==> config.mk <==
export PLATFORM = sky130hd
export DESIGN_NAME = div_seq_flat
export DESIGN_NICKNAME = d
export VERILOG_FILES = /design/src/rtl/div_seq_if.sv /design/src/rtl/div_seq.sv /design/src/flat_wrapper.sv
export SDC_FILE = /design/constraint.sdc
export NUM_CORES = 1
export LEC_CHECK = 0
export CAP_MARGIN = 20
export CORE_MARGIN = 2
export CORE_UTILIZATION = 45
export CTS_CLUSTER_DIAMETER = 150
export DETAILED_ROUTE_END_ITERATION = 10
export MAX_ROUTING_LAYER = met4
export PLACE_DENSITY_LB_ADDON = 0.25
export SKIP_CTS_REPAIR_TIMING = 1
export SLEW_MARGIN = 10
export SYNTH_ARGS = -nofsm -noshare
export SYNTH_HDL_FRONTEND = slang
export SYNTH_SLANG_ARGS = --single-unit
==> constraint.sdc <==
create_clock -name clk -period 2.4 [get_ports clk]
set_clock_uncertainty 0.05 [all_clocks]
set_input_delay 0.72 -clock clk [delete_from_list [all_inputs] [get_ports clk]]
set_output_delay 0.72 -clock clk [all_outputs]
set_load 0.02 [all_outputs]
==> src/rtl/div_seq_if.sv <==
// Start/done handshake and operand/result bundle between the ALU control
// (master) and the iterative divider (slave).
interface div_seq_if #(
    parameter int unsigned WIDTH = 8
);
    logic             start;
    logic [WIDTH-1:0] dividend;
    logic [WIDTH-1:0] divisor;
    logic             busy;
    logic             done;
    logic [WIDTH-1:0] quotient;
    logic [WIDTH-1:0] remainder;
    logic             div_zero;

    modport master (
        output start, dividend, divisor,
        input  busy, done, quotient, remainder, div_zero
    );

    modport slave (
        input  start, dividend, divisor,
        output busy, done, quotient, remainder, div_zero
    );
endinterface

==> src/rtl/div_seq.sv <==
// Multi-cycle unsigned restoring divider: one quotient bit per clock via a
// trial subtraction, with a start/done handshake and held registered results.
module div_seq #(
    parameter int unsigned WIDTH = 8
) (
    input logic       clk,
    input logic       rst_n,
    div_seq_if.slave  bus
);
    localparam int unsigned CW = $clog2(WIDTH + 1);
    localparam logic [WIDTH:0] ONE = {{WIDTH{1'b0}}, 1'b1};

    typedef enum logic [1:0] {
        IDLE,
        RUN,
        DONE
    } state_t;

    state_t           state;
    state_t           state_nx;
    logic [WIDTH-1:0] dvs;
    logic [WIDTH-1:0] rem;
    logic [WIDTH-1:0] quo;
    logic [CW-1:0]    cnt;

    logic             accept;
    logic             dz_in;
    logic             last;
    logic [WIDTH:0]   shifted;
    logic [WIDTH:0]   trial;
    logic [WIDTH-1:0] rem_nx;
    logic [WIDTH-1:0] quo_nx;
    logic             busy_nx;
    logic             done_nx;

    assign accept = (state == IDLE) && bus.start;
    assign dz_in  = (bus.divisor == '0);
    assign last   = (state == RUN) && (cnt == CW'(1));

    always_ff @(posedge clk or negedge rst_n) begin
        if (!rst_n) begin
            state <= IDLE;
        end else begin
            state <= state_nx;
        end
    end

    always_comb begin
        state_nx = state;
        unique case (state)
            IDLE: begin
                if (bus.start) begin
                    state_nx = dz_in ? DONE : RUN;
                end
            end
            RUN: begin
                if (last) begin
                    state_nx = DONE;
                end
            end
            DONE:    state_nx = IDLE;
            default: state_nx = IDLE;
        endcase
    end

    // busy/done are decoded from the next state and then registered, so both
    // line up with the state they describe without a comb path to the port.
    always_comb begin
        busy_nx = (state_nx != IDLE);
        done_nx = (state_nx == DONE);
    end

    // The partial remainder is kept in WIDTH bits: whenever the trial borrows,
    // the shifted value is below the divisor, so its top bit is always zero.
    always_comb begin
        shifted = {rem, quo[WIDTH-1]};
        trial   = shifted + ~{1'b0, dvs} + ONE;
        if (!trial[WIDTH]) begin
            rem_nx = trial[WIDTH-1:0];
            quo_nx = {quo[WIDTH-2:0], 1'b1};
        end else begin
            rem_nx = shifted[WIDTH-1:0];
            quo_nx = {quo[WIDTH-2:0], 1'b0};
        end
    end

    always_ff @(posedge clk or negedge rst_n) begin
        if (!rst_n) begin
            dvs           <= '0;
            rem           <= '0;
            quo           <= '0;
            cnt           <= '0;
            bus.busy      <= 1'b0;
            bus.done      <= 1'b0;
            bus.quotient  <= '0;
            bus.remainder <= '0;
            bus.div_zero  <= 1'b0;
        end else begin
            bus.busy <= busy_nx;
            bus.done <= done_nx;
            if (accept) begin
                dvs <= bus.divisor;
                rem <= '0;
                quo <= bus.dividend;
                cnt <= CW'(WIDTH);
                if (dz_in) begin
                    bus.quotient  <= '1;
                    bus.remainder <= bus.dividend;
                    bus.div_zero  <= 1'b1;
                end
            end else if (state == RUN) begin
                rem <= rem_nx;
                quo <= quo_nx;
                cnt <= cnt - CW'(1);
                if (last) begin
                    bus.quotient  <= quo_nx;
                    bus.remainder <= rem_nx;
                    bus.div_zero  <= 1'b0;
                end
            end
        end
    end
endmodule
==> src/flat_wrapper.sv <==
// flat-port wrapper written by rule: the top's interface ports become plain ports
module div_seq_flat 
#(
    parameter int unsigned WIDTH = 8
)
  (clk, rst_n, bus_start, bus_dividend, bus_divisor, bus_busy, bus_done, bus_quotient, bus_remainder, bus_div_zero);
  div_seq_if #(.WIDTH(WIDTH)) bus_i ();
  input logic clk;
  input logic rst_n;
  input wire logic [$bits(bus_i.start)-1:0] bus_start;
  input wire logic [$bits(bus_i.dividend)-1:0] bus_dividend;
  input wire logic [$bits(bus_i.divisor)-1:0] bus_divisor;
  output wire logic [$bits(bus_i.busy)-1:0] bus_busy;
  output wire logic [$bits(bus_i.done)-1:0] bus_done;
  output wire logic [$bits(bus_i.quotient)-1:0] bus_quotient;
  output wire logic [$bits(bus_i.remainder)-1:0] bus_remainder;
  output wire logic [$bits(bus_i.div_zero)-1:0] bus_div_zero;
  assign bus_i.start = bus_start;
  assign bus_i.dividend = bus_dividend;
  assign bus_i.divisor = bus_divisor;
  assign bus_busy = bus_i.busy;
  assign bus_done = bus_i.done;
  assign bus_quotient = bus_i.quotient;
  assign bus_remainder = bus_i.remainder;
  assign bus_div_zero = bus_i.div_zero;
  div_seq #(.WIDTH(WIDTH)) u_core (.clk(clk), .rst_n(rst_n), .bus(bus_i));
endmodule
==> results.ini, run 1 <==
[critical_path]
startpoint = u_core.quo[7]$_DFFE_PN0P_
start_kind = register
rrSetupSlack_ns = -0.15
critPathRequiredTime_ns = 2.58
worstSetupEndpointType = register
rr_worst_depth = 10
crit_path_end = u_core.bus.remainder[0]$_DFFE_PN0P_
cp.arrival_ns = 2.73
worstReg2RegStart = u_core.quo[7]$_DFFE_PN0P_
worstSetupPathType = reg -> reg
rr_endpoint = u_core.bus.remainder[0]$_DFFE_PN0P_
worstPathMaxFanout = 5

[floorplan]
io_pins = 38
placementRows = 27
core_sq_um = 5470
die_y_microns = 79.1
die_area_sq_um = 6250
start_util_pct = 46.3
die_w_microns = 79.1

[yosys]
seq_area_frac_synth_pct = 48.4
synth-seq-cells = 49
synth_area_per_cell_sq_um = 10.1
synth_warnings = 0
syn_nets = 282
synth_cells = 252
syn_area_sq_um = 2530
synth_cell_types = 44

[pwr]
p_leak_uw = 0.00147
vdd_drop_max_mv = 0.908
p_per_area_nw_per_um2 = 1750

[clock_tree]
cts_tree = done
cts_sinks = 49
worstSkewPairLatency_ns = 0.30
cts_made_buffers = 5
cts_max_level = 2
clk_pin_slew_ns = 0.09
clockBufferDepth = 2
cts_root_buf = clkbuf_8

[drt]
drc = 0
dr.pass1.iters = 4
vias = 2160
initialDrtViolationCount = 91
wire_per_inst_microns = 16.2
drt_wl_total_microns = 6360
via_per_inst = 5.48
ant_nets = 0

[timing]
fmax_mhz = 393
rsz0062_at_grt = yes
worst_pin_slew_ns = 0.755
slew_viol_final = 0
finalHoldViolations = 0
period_needed_ns = 2.55
post-route-period-util_pct = 106
worst_hold_slack_ns = 0.318
worst_slack_ns = -0.148
setup_viol = 16
max_slew_margin_pct = 49.0

[final_layout]
n_antenna_cell = 0
drive_gt1_share_pct = 19.9
final_util_pct = 62.6
areaGrowthSynthToFinish_pct = 35.0
num-nets-final = 351
postLayoutCellArea_sq_um = 3420
fill_cells = 450

[placement]
hpwlAfterDp_microns = 4660
placed_area_sq_um = 3210
pre_cts_slack_ns = -0.146
port_buffers = 37
globalplace.congestion = 0.891

[global_route]
grt_max_degree = 23
antenna_found_initial = 0
grt_pass1_vias = 2129
gr-total-overflow = 0
grt_usage_pct = 22.2
grt_pass1_wl_microns = 10500

[hold_path]
hold_path.class = in -> async

[outcome]
status = finished with violations
violations = negative setup slack

[flow_run]
max_cap_viol_count = 0

==> cell type report <==
type / instances / area (sq um) / share of cell area [%]
inverter: 15 / 56.3 / 1.64
tap: 72 / 90.1 / 2.63
multi-input combinational: 178 / 1310 / 38.2
clock buffer: 8 / 80.1 / 2.34
sequential: 49 / 1230 / 35.8
timing repair buffer: 72 / 662 / 19.3
==> report_power, final <==
group / internal [uW] / switching, uW / leakage [uW] / total (uW)
logic: 2010 / 2020 / 0.000851 / 4030
registers: 1210 / 281 / 0.000575 / 1490
clock network: 208 / 259 / 0.0000395 / 467
total: 3430 / 2560 / 0.00147 / 5990
==> layer usage <==
layer  track usage (%)  share of wire (%)
met4              7.41                1.4
met3              3.64                3.6
met2              34.0                 48
met1              30.4                 47
met5                 -                  0
==> through the flow <==
step           setup TNS (ns)  cells  power (uW)
2_1_floorplan               0    252        3640
3_3_place_gp            -1.99    383        4720
3_5_place_dp            -2.34    383        4790
4_1_cts                 -1.55    391        5290
5_1_grt                 -3.45    394        6420
6_report                -1.62    394        5990
==> cells in the mapped netlist, drive strengths merged <==
library cell | count | area, sq um
nor4 | 4 | 25.0
nand2b | 5 | 31.3
o21a | 3 | 22.5
ha | 10 | 125
o311ai | 1 | 8.76
nand3 | 3 | 15.0
dfrtp | 49 | 1230
or2 | 1 | 6.26
or4 | 1 | 7.51
a2bb2oi | 1 | 8.76
mux2i | 12 | 120
xnor2 | 2 | 17.5
a221oi | 1 | 26.3
o211a | 1 | 10.0
inv | 15 | 56.3
a21o | 1 | 7.51
clkbuf | 8 | 30.0
nand2 | 38 | 143
mux2 | 1 | 11.3
o211ai | 5 | 52.6
a22oi | 10 | 75.1
nor2b | 5 | 31.3
o221ai | 1 | 8.76
o22a | 8 | 70.1
fa | 1 | 20.0
nand4b | 1 | 8.76
a21boi | 1 | 7.51
o22ai | 3 | 18.8
buf | 2 | 16.3
a21oi | 5 | 28.8
nor3b | 1 | 7.51
a311oi | 1 | 8.76
nor2 | 6 | 22.5
o2111ai | 1 | 8.76
o21bai | 1 | 7.51
a211oi | 2 | 27.5
xor2 | 3 | 26.3
o21ai | 38 | 190
==> cell families (layout without fill, tap and decap cells) <==
logic type | count (synthesis) | count (layout) | synth area share [%]
XOR/XNOR | 5 | 5 | 1.73
adder cells (fa/ha/maj) | 11 | 11 | 5.73
AO/OA/AOI/OAI | 84 | 84 | 23.2
flip-flops | 49 | 49 | 48.4
multiplexers | 13 | 13 | 5.18
AND/OR/NAND/NOR | 65 | 65 | 11.7
buffers and inverters | 25 | 95 | 4.05
==> sequential cells by signal, indices dropped and copies added (netlist names), 2 cells and up <==
signal / count
u_core.cnt: 4
u_core.bus.quotient: 8
u_core.dvs: 8
u_core.quo: 8
u_core.bus.remainder: 8
u_core.rem: 8
u_core.state: 2
==> worst max-delay path, stage by stage (launching register included) <==
cell and delay, ns:
dfrtp_1 0.39, inv_2 0.07, ha_4 0.13, inv_2 0.04
fa_2 0.36, a211oi_4 0.28, o211ai_2 0.14, a221oi_4 0.39
buf_12 0.18, mux2_4 0.32, o21ai_2 0.13
==> worst min-delay path by stage <==
| stage | startpoint | endpoint | slack (ns) |
|---|---|---|---|
| after floorplan | rst_n | u_core.bus.busy$_DFF_PN0_ | 0.37 |
| after global placement | u_core.bus.quotient[6]$_DFFE_PN0P_ | u_core.bus.quotient[6]$_DFFE_PN0P_ | 0.42 |
| after detailed placement | u_core.bus.div_zero$_DFFE_PN0P_ | u_core.bus.div_zero$_DFFE_PN0P_ | 0.42 |
| after CTS | rst_n | u_core.bus.remainder[0]$_DFFE_PN0P_ | 0.33 |
| after global routing | rst_n | u_core.cnt[0]$_DFFE_PN0P_ | 0.37 |
| final | rst_n | u_core.bus.remainder[0]$_DFFE_PN0P_ | 0.32 |
==> placed cells by master (no fill, tap or decap), types with 3 or more instances in the layout <==
cell type	count
inv_1	12
a22oi_1	10
o21ai_1	11
o21ai_2	3
clkbuf_1	3
mux2i_4	4
dfrtp_1	49
ha_1	9
xor2_1	3
clkbuf_8	5
nor4_1	4
o22ai_1	3
nor2b_1	5
o22a_1	8
nand2b_1	5
a21oi_1	4
nand2_1	38
nor2_1	6
clkdlybuf4s50_1	36
mux2i_1	6
inv_2	3
buf_4	32
o21a_1	3
o21ai_0	24
nand3_1	3
(Power assumes the default switching activity.)
==> run 2: changes to the inputs <==
Settings changed: REMOVE_ABC_BUFFERS set to 1.
==> run 2 against run 1 <==
  * The run still ends with negative setup slack left
  * Hold slack gained 0.019 ns
  * First-iteration DRC count shrank 20%
  * Cell area shrank 1.6%
  * Clock-buffer cell count shrank 2
  * Largest power group unchanged
==> results.ini, run 2 (synthesis results as in run 1) <==
[timing]
rsz0062_at_grt = yes  ; unchanged
period_needed_ns = 2.58  ; was 2.55 ns
setup_viol = 18  ; was 16
slew_viol_final = 0  ; unchanged
max_slew_margin_pct = 53.1  ; was 49.0%
worst_pin_slew_ns = 0.695  ; was 0.755 ns
fmax_mhz = 388  ; was 393 MHz
worst_slack_ns = -0.177  ; was -0.148 ns
finalHoldViolations = 0  ; unchanged
post-route-period-util_pct = 107  ; was 106%

[global_route]
grt_usage_pct = 21.1  ; was 22.2%
grt_pass1_vias = 2085  ; was 2,129
grt_max_degree = 28  ; was 23
grt_pass1_wl_microns = 9970  ; was 10,500 microns
gr-total-overflow = 0  ; unchanged
antenna_found_initial = 0  ; unchanged

[critical_path]
rr_worst_depth = 10  ; unchanged
startpoint = u_core.quo[7]$_DFFE_PN0P_  ; unchanged
worstSetupPathType = reg -> reg  ; unchanged
rr_endpoint = u_core.rem[0]$_DFFE_PN0P_  ; was u_core.bus.remainder[0]$_DFFE_PN0P_
crit_path_end = u_core.rem[0]$_DFFE_PN0P_  ; was u_core.bus.remainder[0]$_DFFE_PN0P_
cp.arrival_ns = 2.75  ; was 2.73 ns
worstReg2RegStart = u_core.quo[7]$_DFFE_PN0P_  ; unchanged
start_kind = register  ; unchanged
rrSetupSlack_ns = -0.18  ; was -0.15 ns
critPathRequiredTime_ns = 2.58  ; about the same
worstSetupEndpointType = register  ; unchanged
worstPathMaxFanout = 3  ; was 5

[clock_tree]
cts_tree = done  ; unchanged
clockBufferDepth = 2  ; unchanged
cts_made_buffers = 5  ; unchanged
cts_root_buf = clkbuf_8  ; unchanged
worstSkewPairLatency_ns = 0.30  ; about the same
cts_sinks = 49  ; unchanged
clk_pin_slew_ns = 0.09  ; about the same
cts_max_level = 2  ; unchanged

[pwr]
p_leak_uw = 0.00143  ; was 0.00147 uW
vdd_drop_max_mv = 0.757  ; was 0.908 mV
p_per_area_nw_per_um2 = 1750  ; about the same
total_power_uw = 5880  ; was 5990 uW

[final_layout]
final_util_pct = 61.5  ; was 62.6%
num-nets-final = 343  ; was 351
fill_cells = 484  ; was 450
layout_common_cells = dfrtp_1, nand2_1, clkdlybuf4s50_1  ; unchanged
areaGrowthSynthToFinish_pct = 32.9  ; was 35.0%
drive_gt1_share_pct = 18.5  ; was 19.9%
n_antenna_cell = 0  ; unchanged
layout_commonest_cell = dfrtp_1  ; unchanged

[drt]
vias = 2108  ; was 2,160
dr.pass1.iters = 4  ; unchanged
drc = 0  ; unchanged
drt_wl_total_microns = 6240  ; was 6360 microns
ant_nets = 0  ; unchanged
via_per_inst = 5.46  ; was 5.48
wire_per_inst_microns = 16.2  ; about the same
initialDrtViolationCount = 73  ; was 91

[floorplan]
start_util_pct = 46.3  ; unchanged
io_pins = 38  ; unchanged
die_y_microns = 79.1  ; unchanged
die_w_microns = 79.1  ; unchanged
die_area_sq_um = 6250  ; unchanged
placementRows = 27  ; unchanged
core_sq_um = 5470  ; unchanged

[placement]
hpwlAfterDp_microns = 4570  ; was 4660 microns
port_buffers = 37  ; unchanged
globalplace.congestion = 0.886  ; was 0.891

[hold_path]
hold_path.class = in -> async  ; unchanged

[flow_run]
max_cap_viol_count = 0  ; unchanged

[outcome]
violations = negative setup slack  ; unchanged
status = finished with violations  ; unchanged

run 2: cell count changes in the layout (fill, tap and decap cells not counted), moves of 2 or more:
cell	previous run	this run
buf_6	1	4
buf_4	32	22
mux2i_2	2	0
clkbuf_1	3	0
run 2: where the power goes:
group	switching, uW	internal [uW]	leakage, uW
registers	288	1210	0.000575
logic	1970	1900	0.000809
clock network	278	234	0.0000512
run 2: worst min path at each step:
stage | slack (ns) | end | cells past startpoint
6_report | 0.34 | u_core.bus.quotient[6]$_DFFE_PN0P_ | 1
5_1_grt | 0.37 | u_core.quo[5]$_DFFE_PN0P_ | 1
4_1_cts | 0.36 | u_core.quo[5]$_DFFE_PN0P_ | 1
3_5_place_dp | 0.43 | u_core.bus.div_zero$_DFFE_PN0P_ | 2
3_3_place_gp | 0.42 | u_core.bus.div_zero$_DFFE_PN0P_ | 2
2_1_floorplan | 0.37 | u_core.bus.busy$_DFF_PN0_ | 0
run 2: through the flow:
step / hold slack [ns] / std cells / instance area (sq um) / worst slack [ns] / setup TNS, ns
floorplan: 0.374 / 242 / 2490 / -0.247 / -2.55
global placement: 0.416 / 374 / 3130 / -0.227 / -3.04
detailed placement: 0.425 / 374 / 3130 / -0.263 / -3.41
CTS: 0.360 / 382 / 3230 / -0.268 / -3.28
global route: 0.374 / 386 / 3370 / -0.269 / -3.88
finish: 0.337 / 386 / 3370 / -0.177 / -2.44
run 2: final cells by class:
class	count	area [sq um]	share of cell area, %
clock inverters	2	13.8	0.409
well taps	72	90.1	2.67
repair buffers	64	596	17.7
inverters	15	56.3	1.67
flip-flops and latches	49	1230	36.4
multi-input cells	178	1300	38.7
clock buffers	6	82.6	2.45
run 2: worst max-delay path, stage by stage, from the launching register on:
cell and delay [ns]:
dfrtp_1 0.38, inv_2 0.07, ha_4 0.14, inv_2 0.04, fa_2 0.38, a211oi_4 0.32, o211ai_2 0.13, a221oi_4 0.37
buf_4 0.18, mux2_4 0.31, o21ai_1 0.13
run 2: metal layers:
layer,track usage [%],vias up,wire [microns]
li1,-,1020,-
met1,27.8,1027,2810
met2,33.5,53,3090
met3,4.55,8,264
met4,5.17,0,78
met5,-,-,0
